===== src/rtl/audio_pkg.sv =====
// Shared audio types and defaults for the codec-side DAC serializer and future ADC deserializer.
package audio_pkg;
  localparam int DATA_W      = 24;
  localparam int FIFO_DEPTH  = 8;
  localparam int SYNC_STAGES = 2;

  typedef struct packed {
    logic [DATA_W-1:0] left;
    logic [DATA_W-1:0] right;
  } stereo_sample_t;

  typedef enum logic [1:0] {
    ST_ALIGN = 2'd0,
    ST_LEFT  = 2'd1,
    ST_RIGHT = 2'd2
  } dac_state_t;
endpackage


===== src/rtl/audio_dac_serializer_if.sv =====
// Stereo sample write handshake between a producer (master) and the DAC serializer (slave).
interface audio_dac_serializer_if #(
  parameter int DATA_W = audio_pkg::DATA_W
);
  logic              write;
  logic [DATA_W-1:0] writedata_left;
  logic [DATA_W-1:0] writedata_right;
  logic              write_ready;

  modport master (output write, writedata_left, writedata_right, input write_ready);
  modport slave  (input write, writedata_left, writedata_right, output write_ready);
endinterface


===== src/rtl/audio_sample_fifo.sv =====
// Synchronous FIFO of stereo pairs; push while full and pop while empty are ignored.
module audio_sample_fifo
  import audio_pkg::*;
#(
  parameter int  DEPTH   = FIFO_DEPTH,
  parameter type entry_t = stereo_sample_t
) (
  input  logic                   CLOCK_50,
  input  logic                   reset_n,
  input  logic                   push,
  input  entry_t                 push_data,
  input  logic                   pop,
  output entry_t                 pop_data,
  output logic                   full,
  output logic                   empty,
  output logic [$clog2(DEPTH):0] count
);
  localparam int PTR_W = $clog2(DEPTH);

  entry_t           mem [DEPTH];
  logic [PTR_W-1:0] wr_ptr;
  logic [PTR_W-1:0] rd_ptr;
  logic             push_ok;
  logic             pop_ok;

  assign full     = (count == (PTR_W+1)'(DEPTH));
  assign empty    = (count == '0);
  assign push_ok  = push & ~full;
  assign pop_ok   = pop & ~empty;
  assign pop_data = mem[rd_ptr];

  // Power-of-two depth lets the pointers wrap by natural overflow.
  always_ff @(posedge CLOCK_50 or negedge reset_n) begin
    if (!reset_n) begin
      wr_ptr <= '0;
      rd_ptr <= '0;
      count  <= '0;
    end else begin
      if (push_ok) wr_ptr <= wr_ptr + 1'b1;
      if (pop_ok)  rd_ptr <= rd_ptr + 1'b1;
      case ({push_ok, pop_ok})
        2'b10:   count <= count + 1'b1;
        2'b01:   count <= count - 1'b1;
        default: count <= count;
      endcase
    end
  end

  always_ff @(posedge CLOCK_50) begin
    if (push_ok) mem[wr_ptr] <= push_data;
  end
endmodule


===== src/rtl/audio_dac_serializer.sv =====
// I2S DAC serializer slaved to external BCLK/LRCK; buffers stereo pairs and shifts them MSB first.
//   state    | meaning
//   ST_ALIGN | waiting for a left-frame start, output held at 0
//   ST_LEFT  | shifting the left sample of the current frame
//   ST_RIGHT | shifting the right sample of the current frame
module audio_dac_serializer
  import audio_pkg::*;
#(
  parameter int DATA_W      = audio_pkg::DATA_W,
  parameter int FIFO_DEPTH  = audio_pkg::FIFO_DEPTH,
  parameter int SYNC_STAGES = audio_pkg::SYNC_STAGES
) (
  input  logic                        CLOCK_50,
  input  logic                        reset_n,
  audio_dac_serializer_if.slave       wr,
  input  logic                        AUD_BCLK,
  input  logic                        AUD_DACLRCK,
  output logic                        AUD_DACDAT,
  output logic [$clog2(FIFO_DEPTH):0] fifo_count,
  output logic                        underflow
);
  typedef struct packed {
    logic [DATA_W-1:0] left;
    logic [DATA_W-1:0] right;
  } pair_t;

  localparam int CNT_W = $clog2(DATA_W + 1);

  logic [1:0]             rst_sync;
  logic                   rst_n_int;
  logic [SYNC_STAGES-1:0] bclk_sync;
  logic [SYNC_STAGES-1:0] lrck_sync;
  logic                   bclk_s, lrck_s, bclk_d, lr_prev;
  logic                   bclk_fall, left_edge, right_edge;
  dac_state_t             state, state_nxt;
  logic                   pop_req, load_left, load_right, kill;
  logic [DATA_W-1:0]      shifter, right_hold;
  logic [CNT_W-1:0]       bit_cnt;
  pair_t                  push_pair, fifo_pair, head;
  logic                   fifo_full, fifo_empty;

  // Reset asserts immediately but releases only on a clock edge.
  always_ff @(posedge CLOCK_50 or negedge reset_n) begin
    if (!reset_n) rst_sync <= 2'b00;
    else          rst_sync <= {rst_sync[0], 1'b1};
  end
  assign rst_n_int = rst_sync[1];

  always_ff @(posedge CLOCK_50 or negedge rst_n_int) begin
    if (!rst_n_int) begin
      bclk_sync <= '0;
      lrck_sync <= '0;
      bclk_d    <= 1'b0;
      lr_prev   <= 1'b0;
    end else begin
      bclk_sync <= {bclk_sync[SYNC_STAGES-2:0], AUD_BCLK};
      lrck_sync <= {lrck_sync[SYNC_STAGES-2:0], AUD_DACLRCK};
      bclk_d    <= bclk_s;
      if (bclk_fall) lr_prev <= lrck_s;
    end
  end

  assign bclk_s     = bclk_sync[SYNC_STAGES-1];
  assign lrck_s     = lrck_sync[SYNC_STAGES-1];
  assign bclk_fall  = bclk_d & ~bclk_s;
  assign left_edge  = bclk_fall & lr_prev & ~lrck_s;
  assign right_edge = bclk_fall & ~lr_prev & lrck_s;

  always_ff @(posedge CLOCK_50 or negedge rst_n_int) begin
    if (!rst_n_int) state <= ST_ALIGN;
    else            state <= state_nxt;
  end

  always_comb begin
    state_nxt  = state;
    pop_req    = 1'b0;
    load_left  = 1'b0;
    load_right = 1'b0;
    kill       = 1'b0;
    case (state)
      ST_ALIGN: begin
        if (left_edge) begin
          pop_req   = 1'b1;
          load_left = 1'b1;
          state_nxt = ST_LEFT;
        end
      end
      ST_LEFT: begin
        if (right_edge) begin
          load_right = 1'b1;
          state_nxt  = ST_RIGHT;
        end else if (left_edge) begin
          kill      = 1'b1;
          state_nxt = ST_ALIGN;
        end
      end
      ST_RIGHT: begin
        if (left_edge) begin
          pop_req   = 1'b1;
          load_left = 1'b1;
          state_nxt = ST_LEFT;
        end else if (right_edge) begin
          kill      = 1'b1;
          state_nxt = ST_ALIGN;
        end
      end
      default: begin
        kill      = 1'b1;
        state_nxt = ST_ALIGN;
      end
    endcase
  end

  assign head      = fifo_empty ? '0 : fifo_pair;
  assign underflow = pop_req & fifo_empty;

  // Loading on the edge-detect fall leaves DACDAT untouched, giving the I2S one-bit delay.
  always_ff @(posedge CLOCK_50 or negedge rst_n_int) begin
    if (!rst_n_int) begin
      shifter    <= '0;
      right_hold <= '0;
      bit_cnt    <= '0;
      AUD_DACDAT <= 1'b0;
    end else if (load_left) begin
      shifter    <= head.left;
      right_hold <= head.right;
      bit_cnt    <= CNT_W'(DATA_W);
    end else if (load_right) begin
      shifter <= right_hold;
      bit_cnt <= CNT_W'(DATA_W);
    end else if (kill) begin
      bit_cnt    <= '0;
      AUD_DACDAT <= 1'b0;
    end else if (bclk_fall) begin
      if (bit_cnt != '0) begin
        AUD_DACDAT <= shifter[DATA_W-1];
        shifter    <= {shifter[DATA_W-2:0], 1'b0};
        bit_cnt    <= bit_cnt - 1'b1;
      end else begin
        AUD_DACDAT <= 1'b0;
      end
    end
  end

  assign push_pair.left  = wr.writedata_left;
  assign push_pair.right = wr.writedata_right;
  assign wr.write_ready  = ~fifo_full;

  audio_sample_fifo #(
    .DEPTH   (FIFO_DEPTH),
    .entry_t (pair_t)
  ) u_fifo (
    .CLOCK_50  (CLOCK_50),
    .reset_n   (rst_n_int),
    .push      (wr.write),
    .push_data (push_pair),
    .pop       (pop_req),
    .pop_data  (fifo_pair),
    .full      (fifo_full),
    .empty     (fifo_empty),
    .count     (fifo_count)
  );
endmodule


===== src/flat_wrapper.sv =====
// flat-port wrapper written by rule: the top's interface ports become plain ports
module audio_dac_serializer_flat import audio_pkg::*;
#(
  parameter int DATA_W      = audio_pkg::DATA_W,
  parameter int FIFO_DEPTH  = audio_pkg::FIFO_DEPTH,
  parameter int SYNC_STAGES = audio_pkg::SYNC_STAGES
)
  (CLOCK_50, reset_n, AUD_BCLK, AUD_DACLRCK, AUD_DACDAT, fifo_count, underflow, wr_write, wr_writedata_left, wr_writedata_right, wr_write_ready);
  audio_dac_serializer_if #(.DATA_W(DATA_W)) wr_i ();
  input  logic CLOCK_50;
  input  logic reset_n;
  input  logic AUD_BCLK;
  input  logic AUD_DACLRCK;
  output logic AUD_DACDAT;
  output logic [$clog2(FIFO_DEPTH):0] fifo_count;
  output logic underflow;
  input wire logic [$bits(wr_i.write)-1:0] wr_write;
  input wire logic [$bits(wr_i.writedata_left)-1:0] wr_writedata_left;
  input wire logic [$bits(wr_i.writedata_right)-1:0] wr_writedata_right;
  output wire logic [$bits(wr_i.write_ready)-1:0] wr_write_ready;
  assign wr_i.write = wr_write;
  assign wr_i.writedata_left = wr_writedata_left;
  assign wr_i.writedata_right = wr_writedata_right;
  assign wr_write_ready = wr_i.write_ready;
  audio_dac_serializer #(.DATA_W(DATA_W), .FIFO_DEPTH(FIFO_DEPTH), .SYNC_STAGES(SYNC_STAGES)) u_core (.CLOCK_50(CLOCK_50), .reset_n(reset_n), .wr(wr_i), .AUD_BCLK(AUD_BCLK), .AUD_DACLRCK(AUD_DACLRCK), .AUD_DACDAT(AUD_DACDAT), .fifo_count(fifo_count), .underflow(underflow));
endmodule

===== config.mk =====
export PLATFORM = sky130hd
export DESIGN_NAME = audio_dac_serializer_flat
export DESIGN_NICKNAME = d
export VERILOG_FILES = /design/src/rtl/audio_pkg.sv /design/src/rtl/audio_dac_serializer_if.sv /design/src/rtl/audio_sample_fifo.sv /design/src/rtl/audio_dac_serializer.sv /design/src/flat_wrapper.sv
export SDC_FILE = /design/constraint.sdc
export NUM_CORES = 1
export LEC_CHECK = 0
export BUFFER_PORTS_ARGS = -buffer_cell sky130_fd_sc_hd__buf_4
export CAP_MARGIN = 20
export CORE_MARGIN = 5
export CORE_UTILIZATION = 50
export CTS_BUF_LIST = sky130_fd_sc_hd__clkbuf_2
export DETAILED_ROUTE_END_ITERATION = 10
export PLACE_DENSITY = 0.76
export SLEW_MARGIN = 40
export SYNTH_ARGS = -nofsm -noshare
export SYNTH_HDL_FRONTEND = slang
export SYNTH_SLANG_ARGS = --single-unit

===== constraint.sdc =====
create_clock -name CLOCK_50 -period 2.4 [get_ports CLOCK_50]
set_input_delay 0.48 -clock CLOCK_50 [delete_from_list [all_inputs] [get_ports CLOCK_50]]
set_output_delay 0.48 -clock CLOCK_50 [all_outputs]
set_load 0.01 [all_outputs]

== Yosys cells after proc, flatten, opt, wreduce, memory -nomap -nowiden ==
Memories as Yosys holds them, arrays and structs flattened.
Index checks and enable logic that the tools add are counted.
Widths: inputs -> output; s select.
Storage, ports and cells
  register bits: 74
  output and inout bits: 7
  latch bits: 0
  RAM bits: 384
  input bits: 53
  memories kept: 1
  word-level logic and storage cells: 87
  bits in read-only memories: 0
Memories
  u_core.u_fifo.mem: words 8, width 48, read ports 1, clocked after memory_dff 0, wr ports 1, RTL line audio_sample_fifo.sv:20  | entry_t mem [DEPTH];
Operators by class
  add/subtract/negate cells: 5
  shifts and indexed selects: 0
  mux-type cells: 30
  $lt $le $gt $ge: 0
  bitwise gates (word level): 15
  divide/modulo/power cells: 0
  eq/ne operators: 9
  reduce and logical (&&, ||, !) cells: 14
  $mul: 0
Operators by type and width (number)
  $mux 24: 5
  $mux 48: 1
  $mux 5: 5
  $mux 1: 11
  $mux 2: 5
  $ne 3x1->1 const B: 3
  $reduce_and 3->1: 3
  $and 1x1->1: 8
  $pmux 4 s2: 1
  $reduce_bool 4->1: 2
  $not 1->1: 7
  $add 3x1->3 const B: 2
  $pmux 2 s3: 1
  $reduce_bool 3->1: 2
  $reduce_bool 5->1: 1
  $sub 5x1->5 const B: 1
  $add 4x1->4 const B: 1
  $eq 2x1->1 const B: 2
  $eq 2x2->1 const B: 2
  $eq 4x4->1 const B: 1
  $logic_not 4->1: 1
  $reduce_bool 2->1: 2
  $sub 4x1->4 const B: 1
  $pmux 1 s3: 1
  other kinds (4): 4

== Logic depth before layout (Yosys ltp) ==
Gate-level depths: netlist of the first run.
  word-level depth: 10
  mapped depth: 11
  gate-level depth less buffers: 10

== Hierarchy ==
From an unflattened synthesis of the first run, not the netlist that was laid out.
Second synthesis, totals
  cells, all modules: 926
  area, all modules: 18213.7 µm²
Modules (own cells, without submodules)
  audio_sample_fifo: cells an instance 622, seq. area each 11781.3 µm², area an instance 15140.8 µm², times used 1
  audio_dac_serializer: cells an instance 304, seq. area each 1601.5 µm², area an instance 3072.9 µm², times used 1

== Worst setup path before layout of the first run ==
Ideal clock, no wire load.
  path type: flip-flop to flip-flop
  start point: register u_core.u_fifo.count[1]
  end point: memory u_core.u_fifo.mem[0][0] (netlist bit), enable pin
  required time: 1827 ps
  library setup time: 573 ps
  period minus slack after synthesis: 6089 ps
  data arrival time: 5516 ps
  stages on the path, launching flop included: 5
  buffers on the path: 0
  path slack: -3689 ps
  path through: dfrtp_1 nor3_1 nand2_1 nand2_1 nor4_1
Between the ends
  longest elaborated chain between the ends: 5
RTL lines
  start, declared: RTL line audio_sample_fifo.sv:16  | output logic [$clog2(DEPTH):0] count
  start signal, assigned: RTL line audio_sample_fifo.sv:42  | 2'b10: count <= count + 1'b1;
  start signal, assigned: RTL line audio_sample_fifo.sv:43  | 2'b01: count <= count - 1'b1;
  start signal, assigned: RTL line audio_sample_fifo.sv:44  | default: count <= count;
  $eq 4x4->1: RTL line audio_sample_fifo.sv:26  | assign full = (count == (PTR_W+1)'(DEPTH));
  $not 1->1
  via wr_write_ready: RTL line flat_wrapper.sv:20  | output wire logic [$bits(wr_i.write_ready)-1:0] wr_write_ready;
  $and 1x1->1: RTL line audio_sample_fifo.sv:28  | assign push_ok = push & ~full;
  $mux 1: RTL line audio_sample_fifo.sv:50  | if (push_ok) mem[wr_ptr] <= push_data;
  $mux 1 (not written as such): RTL line audio_sample_fifo.sv:50
  end, declared: RTL line audio_sample_fifo.sv:20
The timed path passes the listed nets, and every way through them passes these cells.

== Final worst setup path of the first run ==
  start point: register u_core.u_fifo.count[2]
  end point: output underflow
Between the ends
  longest elaborated chain between the ends: 2
RTL lines
  $logic_not 4->1: RTL line audio_sample_fifo.sv:27  | assign empty = (count == '0);
  $and 1x1->1: RTL line audio_dac_serializer.sv:115  | assign underflow = pop_req & fifo_empty;
  end, declared: RTL line flat_wrapper.sv:16  | output logic underflow;
Every way passes these cells.

==> results of run 1 <==
-- power by group through the flow --
stage          Combinational, uW  Clock (uW)  Sequential, uW
2_1_floorplan               4480           0           10700
3_3_place_gp                6400           0           10900
3_5_place_dp                6530           0           11000
4_1_cts                     6650        5200           10800
5_1_grt                     7200        5650           10900
6_report                    6660        5020           10800
-- worst max-delay path, stage by stage, from the launching register on --
cell	delay [ns]
dfrtp_2	0.41
or4_4	0.54
nor2_2	0.09
buf_4	0.12
-- logic make-up (layout without fill, tap and decap cells) --
group | Yosys count | count (layout) | synth area share
mux | 192 | 192 | 0.176
buf+inv | 60 | 381 | 0.0155
other cells | 1 | 3 | 0.000204
xor+xnor | 9 | 9 | 0.00429
fa+ha+maj | 6 | 6 | 0.00409
flops | 458 | 458 | 0.729
compound gates | 76 | 76 | 0.0299
simple gates | 134 | 134 | 0.0412
-- state kept, by name, indices dropped and copies added (netlist names), 3 cells and up --
name and count:
u_core.u_fifo.mem 384, u_core.u_fifo.wr_ptr 3, u_core.u_fifo.count 4, u_core.bit_cnt 5, u_core.shifter 24, u_core.u_fifo.rd_ptr 3
u_core.right_hold 24
-- how the worst max path moves through the flow --
stage,slack [ns],endpoint,depth (start not counted),start
2_1_floorplan,-0.41,u_core.u_fifo.mem[0][0]$_DFFE_PP_,4,u_core.u_fifo.count[1]$_DFFE_PN0P_
3_3_place_gp,0.13,u_core.u_fifo.count[2]$_DFFE_PN0P_,10,u_core.u_fifo.count[1]$_DFFE_PN0P_
3_5_place_dp,0.1,u_core.u_fifo.count[2]$_DFFE_PN0P_,10,u_core.u_fifo.count[1]$_DFFE_PN0P_
4_1_cts,-0.25,underflow,3,u_core.u_fifo.count[2]$_DFFE_PN0P_
5_1_grt,-0.27,underflow,3,u_core.u_fifo.count[2]$_DFFE_PN0P_
6_report,-0.14,underflow,3,u_core.u_fifo.count[2]$_DFFE_PN0P_
-- cell type report --
type,count,share of cell area
Antenna cell,2,0.000232
Clock buffer,169,0.0392
Clock inverter,30,0.00836
Inverter,6,0.00104
Multi-Input combinational cell,418,0.224
Sequential cell,458,0.622
Tap cell,468,0.0272
Timing Repair Buffer,176,0.0782
-- layer usage --
| layer | wire (um) | global-route usage | vias to the layer above |
|---|---|---|---|
| li1 | - | - | 4329 |
| met1 | 15700 | 0.253 | 4943 |
| met2 | 18900 | 0.305 | 270 |
| met3 | 1960 | 0.0388 | 47 |
| met4 | 499 | 0.0518 | 0 |
| met5 | 0 | 0 | - |
-- cells in the final DEF (no fill, tap or decap), types with 3 or more instances in the layout --
cell type	instances
nand2_1	37
xor2_1	5
or3b_2	23
a21oi_1	5
dfrtp_2	5
nand3_1	3
inv_1	5
ha_1	4
dfrtp_4	3
clkbuf_2	169
o21ai_1	28
buf_4	103
mux2_4	19
mux2i_1	71
nand3b_1	5
xnor2_1	4
dfrtp_1	66
nand2b_1	6
nor3_4	5
o31ai_1	3
o32ai_1	23
edfxtp_1	384
mux2_2	6
nor2_1	27
clkinv_1	24
dlygate4sd3_1	53
mux4_2	96
buf_12	18
nor2_4	3
-- per-stage QoR --
stage | setup TNS (ns) | power, uW | instances | area (um2)
2_1_floorplan | -30.12 | 15200 | 936 | 18500
3_3_place_gp | 0 | 17300 | 1458 | 19800
3_5_place_dp | 0 | 17500 | 1458 | 19800
6_report | -0.143 | 22500 | 1727 | 21600
5_1_grt | -0.505 | 23800 | 1727 | 21600
4_1_cts | -0.321 | 22700 | 1715 | 21400
-- what timing repair did --
item,4_1_cts,5_1_grt
setup endpoints to repair,2,3
hold buffers,53,0
resized for setup,4,9
cloned,0,0
pin swaps,4,4
endpoints found under the hold margin,391,0
setup buffers,5,9
==> reports/qor.txt, run 1 <==
final wirelength = 37000 um
Hold Path Class = register to async pin
P_int = 15500 uW
actual slew at the worst max-slew pin = 0.575 ns
clock transition at the registers of the reported paths = 0.11 ns
setup slack, reg-to-reg = 0.01 ns
NetSw = 6990 uW
Post-DRT Antenna Nets = 0
input/output buffers = 59
sequential fraction of the synthesis area = 0.729
share of cells above drive strength 1 = 0.381
FF+latch area = 0.0134 mm2
PwrDens = 1040 mW/mm2
total gr overflow = 0
yosys warns = 0
failing checks = negative setup slack
Num CTS Buffers = 107
largest net degree at the start of global routing = 60
reg2reg end = u_core.u_fifo.count[3]$_DFFE_PN0P_
syn nets = 995
Syn Std Cell Area = 0.0184 mm2
# clock sinks = 458
cells taking the most area after synthesis = edfxtp_1 (63%), mux4_2 (12%), dfrtp_1 (10%)
Core Rows = 70
Final setup violation count = 1
Core Area = 0.0364 mm2
CTS tree = built
status = finished, violations left
WHS = 0.153 ns
reg2reg start = u_core.u_fifo.count[2]$_DFFE_PN0P_
Clk pwr share = 0.223
Top Ports = 60
DP Wirelength = 20300 um
CP required = 1.92 ns
share of power burned in registers = 0.481
area of the multi-input gates = 0.00483 mm2
Worst Slack Setup Final = -0.143 ns
first-pass GRT wire length = 58500 um
Max clock buf depth = 3
number of synthesized flops with an enable pin = 384
Util after Layout = 0.592
Die X = 202 um
fillers = 2696
worst-skew pair later-pin latency = 0.98 ns
Nets = 1226
Startpoint Class = register
drc violations = 0
WP data arrival = 2.06 ns
LEAKAGE = 0.00750 uW
vias = 9589
max-cap violations = 0
area of the die = 0.0406 mm2
Die Y = 202 um
Yosys reg bits = 458
Syn-to-layout area delta = 17.5%
top cell type's share of synthesized area = 0.628
dominant cell type by area after synthesis = edfxtp_1
R2R cell count = 10
Slew Viols, Final = 0
crit path time final = 2.54 ns
worst slack at placement = 0.0953 ns
Max IR drop VDD = 0.457 mV
crit path capture type = output pin
RSZ-0062 raised after global routing = yes
Switching Fraction = 0.311
Unique masters post-synth = 56
drt pass-1 iters = 5
Synth Instances = 936
final hold vios = 0
Max Clk Rate = 0.393 GHz
ys async rst share = 0.162
Post-synth top flop = edfxtp_1
routed vias/inst = 5.55
Gate power share = 0.296
overall routing resource usage = 0.185
Post-synth top cells = edfxtp_1 (384), mux4_2 (96), dfrtp_1 (74)
antenna violations before repair = 2
Clock Tree Root = clkbuf_2
WL/cell = 21.4 um
WS Path Type = register to output pin
slew margin rel. = 0.617
count leader, synth = edfxtp_1
ratio of final minimum period to clock period = 1.06
Initial DRC Count = 823
H-Tree Depth = 3
Mean Syn Cell Area = 19.6 um2
CP max FO = 2
skew final = 0.0800 ns
RD Place Congestion = 0.814
Initial Util = 0.504
vias in the first global route = 10294
No activity file was read; power rests on OpenSTA's default activity.
==> inputs of run 2 (changes only) <==
--- a/config.mk
+++ b/config.mk
@@ -12,6 +12,7 @@
 export CTS_BUF_LIST = sky130_fd_sc_hd__clkbuf_2
 export DETAILED_ROUTE_END_ITERATION = 10
 export PLACE_DENSITY = 0.76
+export RECOVER_POWER = 50
 export SLEW_MARGIN = 40
 export SYNTH_ARGS = -nofsm -noshare
 export SYNTH_HDL_FRONTEND = slang
==> run 2 against run 1 <==
Net effect: sequential share of layout area grew 0.58 points; critical endpoint unchanged; highest routed layer unchanged; cell count did not move; the run still ends with negative setup slack left; count of clock-buffer cells in the layout unchanged; fmax about the same; sequential power barely moved.
==> reports/qor.txt, run 2 (same netlist as run 1, synthesis figures left out) <==
Switching Fraction = 0.311
worst-skew pair later-pin latency = 0.98 ns
WL/cell = 21.5 um
DP Wirelength = 20300 um
CP max stage delay = 0.54 ns
R2R cell count = 10
CP required = 1.92 ns
Worst Min Path Start = AUD_BCLK
Slowest cell on crit path = or4_4
Clk pwr share = 0.224
WP data arrival = 2.06 ns
vias in the first global route = 10294
Post-DRT Antenna Nets = 0
ratio of final minimum period to clock period = 1.06
CP Cell Sequence = or4_4, nor2_2, buf_4
fillers = 2748
total gr overflow = 0
Top Ports = 60
drt pass-1 iters = 5
Bufs and invs on worst path = 1
RD Place Congestion = 0.814
antenna violations before repair = 2
P_int = 15500 uW
overall routing resource usage = 0.185
Slew Viols, Final = 0
Initial DRC Count = 861
area of the die = 0.0406 mm2
Startpoint Class = register
crit path time final = 2.54 ns
drc violations = 0
RSZ-0062 raised after global routing = yes
failing checks = negative setup slack
Worst Slack Setup Final = -0.142 ns
skew final = 0.0869 ns
area of the multi-input gates = 0.00483 mm2
share of cells above drive strength 1 = 0.340
max reg flops = 384
H-Tree Depth = 3
share of power burned in registers = 0.482
# clock sinks = 458
Final setup violation count = 1
WS Path Type = register to output pin
slew margin rel. = 0.250
Max clock buf depth = 3
max-cap violations = 0
first-pass GRT wire length = 58500 um
reg2reg start = u_core.u_fifo.count[2]$_DFFE_PN0P_
routed vias/inst = 5.57
Gate power share = 0.295
biggest regs = u_core.u_fifo.mem (384), u_core.right_hold (24), u_core.shifter (24)
Num CTS Buffers = 107
most common cell after layout, fill and taps aside = edfxtp_1
CP Depth = 3
Die Y = 202 um
most frequent cells in the layout = edfxtp_1 (384), clkbuf_2 (170), mux4_2 (96), mux2i_1 (71), dfrtp_1 (67)
WHS = 0.206 ns
Core Rows = 70
crit path capture type = output pin
FF+latch area = 0.0134 mm2
CP max FO = 2
actual slew at the worst max-slew pin = 1.12 ns
critical path's top delay family = simple AND/OR/NAND/NOR gates
NetSw = 6990 uW
Clock Tree Root = clkbuf_2
hold path cells = 2
final hold vios = 0
Syn-to-layout area delta = 16.3%
Nets = 1226
Max Clk Rate = 0.393 GHz
CTS tree = built
clock transition at the registers of the reported paths = 0.09 ns
Initial Util = 0.504
LEAKAGE = 0.00731 uW
input/output buffers = 59
PwrDens = 1050 mW/mm2
final wirelength = 37000 um
vias = 9611
sum of negative setup slack = -0.142 ns
critical path startpoint = u_core.u_fifo.count[2]$_DFFE_PN0P_
overall power = 22400 uW
Hold Path Class = input port to register
Util after Layout = 0.586
Max IR drop VDD = 0.459 mV
Core Area = 0.0364 mm2
Top reg by flops = u_core.u_fifo.mem
status = finished, violations left
largest net degree at the start of global routing = 60
Die X = 202 um
==> run 2: cell count changes in the layout (fill, tap and decap cells not counted) <==
cell	change
clkbuf_1	+50
buf_12	-1
dfrtp_4	-1
clkbuf_2	+1
clkbuf_4	+3
buf_4	-53
dfrtp_1	+1
==> run 2: worst paths after layout <==
path | endpoint | slack (ns)
setup / recovery | underflow | -0.14
hold / removal | u_core.bclk_sync[0]$_DFF_PN0_ | 0.21
setup reg to reg | u_core.u_fifo.count[3]$_DFFE_PN0P_ | 0.01
hold reg to reg | u_core.shifter[23]$_DFFE_PN0P_ | 0.28
max in group asynchronous | u_core.right_hold[5]$_DFFE_PN0N_ | 0.30
min in group asynchronous | u_core.shifter[23]$_DFFE_PN0P_ | 0.28
==> run 2: through the flow <==
| stage | area, um2 | setup WS (ns) | std cells |
|---|---|---|---|
| after detailed placement | 19800 | 0.0953 | 1458 |
| final | 21400 | -0.142 | 1727 |
| after global routing | 21400 | -0.271 | 1727 |
| after global placement | 19800 | 0.131 | 1458 |
| after CTS | 21400 | -0.253 | 1715 |
| after floorplan | 18500 | -0.409 | 936 |
==> run 2: layout make-up <==
| type | count | area share |
|---|---|---|
| sequential | 458 | 0.627 |
| multi-input combinational | 418 | 0.226 |
| timing repair buffer | 176 | 0.0695 |
| clock buffer | 169 | 0.0396 |
| tap | 468 | 0.0274 |
| clock inverter | 30 | 0.00844 |
| inverter | 6 | 0.00105 |
| antenna | 2 | 0.000234 |
==> run 2: what timing repair did <==
item                                    CTS  global route
pin swaps                                 4             4
buffers inserted                          5             9
endpoints found under the setup margin    2             3
gates resized for setup                   4             9
endpoints found under the hold margin   391             0
hold buffers                             53             0
==> run 2: layer usage <==
metal / vias to the layer above / routed length, um / track usage
li1: 4340 / - / -
met1: 4989 / 16000 / 0.253
met2: 241 / 18900 / 0.305
met3: 41 / 1720 / 0.0388
met4: 0 / 457 / 0.0518
met5: - / 0 / 0
==> run 2: power groups by stage <==
stage,logic (uW),clock network [uW],registers (uW)
2_1_floorplan,4480,0,10700
3_3_place_gp,6400,0,10900
3_5_place_dp,6530,0,11000
4_1_cts,6650,5200,10800
5_1_grt,7160,5650,11000
6_report,6610,5020,10800
==> inputs of run 3 (changes only) <==
--- a/config.mk
+++ b/config.mk
@@ -7,11 +7,11 @@
 export LEC_CHECK = 0
 export BUFFER_PORTS_ARGS = -buffer_cell sky130_fd_sc_hd__buf_4
 export CAP_MARGIN = 20
-export CORE_MARGIN = 5
+export CORE_MARGIN = 2
 export CORE_UTILIZATION = 50
 export CTS_BUF_LIST = sky130_fd_sc_hd__clkbuf_2
 export DETAILED_ROUTE_END_ITERATION = 10
-export PLACE_DENSITY = 0.76
+export PLACE_DENSITY = 0.73
 export RECOVER_POWER = 50
 export SLEW_MARGIN = 40
 export SYNTH_ARGS = -nofsm -noshare
==> run 3 against run 2 <==
Net effect: worst setup slack worse by 0.10 ns; largest power group unchanged; count of clock-buffer cells in the layout is 2 lower; the run still ends with negative setup slack left; register-to-register slack lost 0.12 ns; combinational power grew 2%; sequential share of layout area is 0.083 points lower; highest routed layer unchanged; flip-flop and latch count is the same; global-route usage up 1.1 points; cell count fell by 0.23%; first-iteration DRC count decreased by 13%.
==> reports/qor.txt, run 3 (same netlist as run 1, synthesis figures left out) <==
most common cell after layout, fill and taps aside = edfxtp_1
Clock Tree Root = clkbuf_2
crit path time final = 2.64 ns
reg2reg end = u_core.u_fifo.count[2]$_DFFE_PN0P_
Cell Area, Placed = 0.0199 mm2
first-pass GRT wire length = 56200 um
Max clock buf depth = 3
# clock sinks = 458
drc violations = 0
P_int = 15500 uW
vias in the first global route = 9917
crit path capture type = output pin
Syn-to-layout area delta = 16.5%
CP Cell Sequence = or4_4, nor2_4, buf_6
WL/cell = 21.1 um
Hold EP = u_core.lrck_sync[0]$_DFF_PN0_
max reg flops = 384
CP max FO = 2
GRT met1 Usage = 0.277
Top Ports = 60
total gr overflow = 0
overall routing resource usage = 0.196
Gate power share = 0.301
design area = 0.0214 mm2
Die Y = 196 um
RD Place Congestion = 0.763
share of power burned in registers = 0.478
Die X = 196 um
CP max stage delay = 0.57 ns
biggest regs = u_core.u_fifo.mem (384), u_core.right_hold (24), u_core.shifter (24)
Slowest cell on crit path = or4_4
ratio of final minimum period to clock period = 1.10
Switching Fraction = 0.310
Max IR drop VDD = 0.492 mV
Final setup violation count = 2
DP Wirelength = 20100 um
fillers = 2711
RSZ-0062 raised after global routing = yes
Startpoint Class = register
area of the die = 0.0383 mm2
Top Usage Layer GRT = met2
status = finished, violations left
CP required = 1.92 ns
input/output buffers = 59
Core Rows = 70
Post-DRT Antenna Nets = 0
grt met2 use = 0.308
slew margin rel. = 0.266
Initial Util = 0.505
Max Clk Rate = 0.378 GHz
antenna violations before repair = 2
WS Path Type = register to output pin
PwrDens = 1050 mW/mm2
R2R cell count = 12
NetSw = 6980 uW
most frequent cells in the layout = edfxtp_1 (384), clkbuf_2 (168), mux4_2 (96), mux2i_1 (71), dfrtp_1 (66)
skew final = 0.0943 ns
H-Tree Depth = 3
Core Area = 0.0363 mm2
failing checks = negative setup slack
drt pass-1 iters = 6
Top reg by flops = u_core.u_fifo.mem
worst-skew pair later-pin latency = 1.02 ns
final hold vios = 0
Nets = 1223
reg2reg start = u_core.u_fifo.count[1]$_DFFE_PN0P_
share of cells above drive strength 1 = 0.340
actual slew at the worst max-slew pin = 1.10 ns
final wirelength = 36400 um
Clk pwr share = 0.221
worst slack at placement = 0.103 ns
Initial DRC Count = 747
Num CTS Buffers = 107
vias = 9623
hold path cells = 2
Slew Viols, Final = 0
routed vias/inst = 5.59
max-cap violations = 0
setup slack, reg-to-reg = -0.11 ns
LEAKAGE = 0.00731 uW
clock transition at the registers of the reported paths = 0.10 ns
WP data arrival = 2.16 ns
Worst Min Path Start = AUD_DACLRCK
largest net degree at the start of global routing = 59
met3 Use GR = 0.0383
Hold Path Class = input port to register
CTS tree = built
Worst Slack Setup Final = -0.245 ns
## run 3: per-stage QoR
step,power (uW),hold slack [ns],util,instances,setup TNS [ns]
detailed placement,17700,0.265,0.547,1463,0
finish,22500,0.151,0.588,1723,-0.359
global route,23700,0.106,0.588,1723,-0.766
floorplan,15200,0.184,-,936,-30.12
global placement,17500,0.265,0.547,1463,0
CTS,22800,0.0407,0.592,1719,-0.421
## run 3: final cells by class
class,count,area [um2],area share
repair buffers,173,1520,0.0710
multi-input cells,418,4840,0.226
well taps,468,586,0.0274
flip-flops and latches,458,13400,0.627
clock buffers,167,836,0.0391
clock inverters,32,184,0.00860
diodes,1,2.50,0.000117
inverters,6,22.5,0.00105
## run 3: power groups by stage
stage	combinational (uW)	clock (uW)	sequential [uW]
after detailed placement	6730	0	10900
after CTS	6890	5140	10800
after floorplan	4480	0	10700
after global routing	7320	5550	10900
final	6770	4970	10800
after global placement	6630	0	10900
## run 3: metal layers
metal	vias up	wire length [um]	part of all wire
met5	-	0	0
met4	0	573	0.016
met3	45	2140	0.059
met2	295	17700	0.49
met1	4947	15900	0.44
li1	4336	-	-
## run 3: worst max-delay path: cells and delay by family, from the launching register on
family,cells,cell delay (ns)
simple gates,2,0.68
flops,1,0.41
buf+inv,1,0.10
## run 3: worst max path at each step
stage                                             startpoint                            endpoint  slack (ns)  cells after the start
after CTS                 u_core.u_fifo.count[2]$_DFFE_PN0P_                           underflow       -0.35                      3
after floorplan           u_core.u_fifo.count[1]$_DFFE_PN0P_   u_core.u_fifo.mem[0][0]$_DFFE_PP_       -0.41                      4
after global placement    u_core.u_fifo.count[1]$_DFFE_PN0P_  u_core.u_fifo.count[2]$_DFFE_PN0P_        0.14                     10
final                     u_core.u_fifo.count[1]$_DFFE_PN0P_                           underflow       -0.24                      3
after global routing      u_core.u_fifo.count[1]$_DFFE_PN0P_                           underflow       -0.35                      3
after detailed placement  u_core.u_fifo.count[1]$_DFFE_PN0P_  u_core.u_fifo.count[2]$_DFFE_PN0P_        0.10                     10
## run 3: what timing repair did
| item | 4_1_cts | 5_1_grt |
|---|---|---|
| pin swaps | 4 | 7 |
| gates resized for setup | 12 | 10 |
| hold buffers | 53 | 0 |
| setup buffers | 4 | 2 |
| endpoints found under the hold margin | 391 | 0 |
| gates cloned | 0 | 0 |
| endpoints found under the setup margin | 2 | 5 |
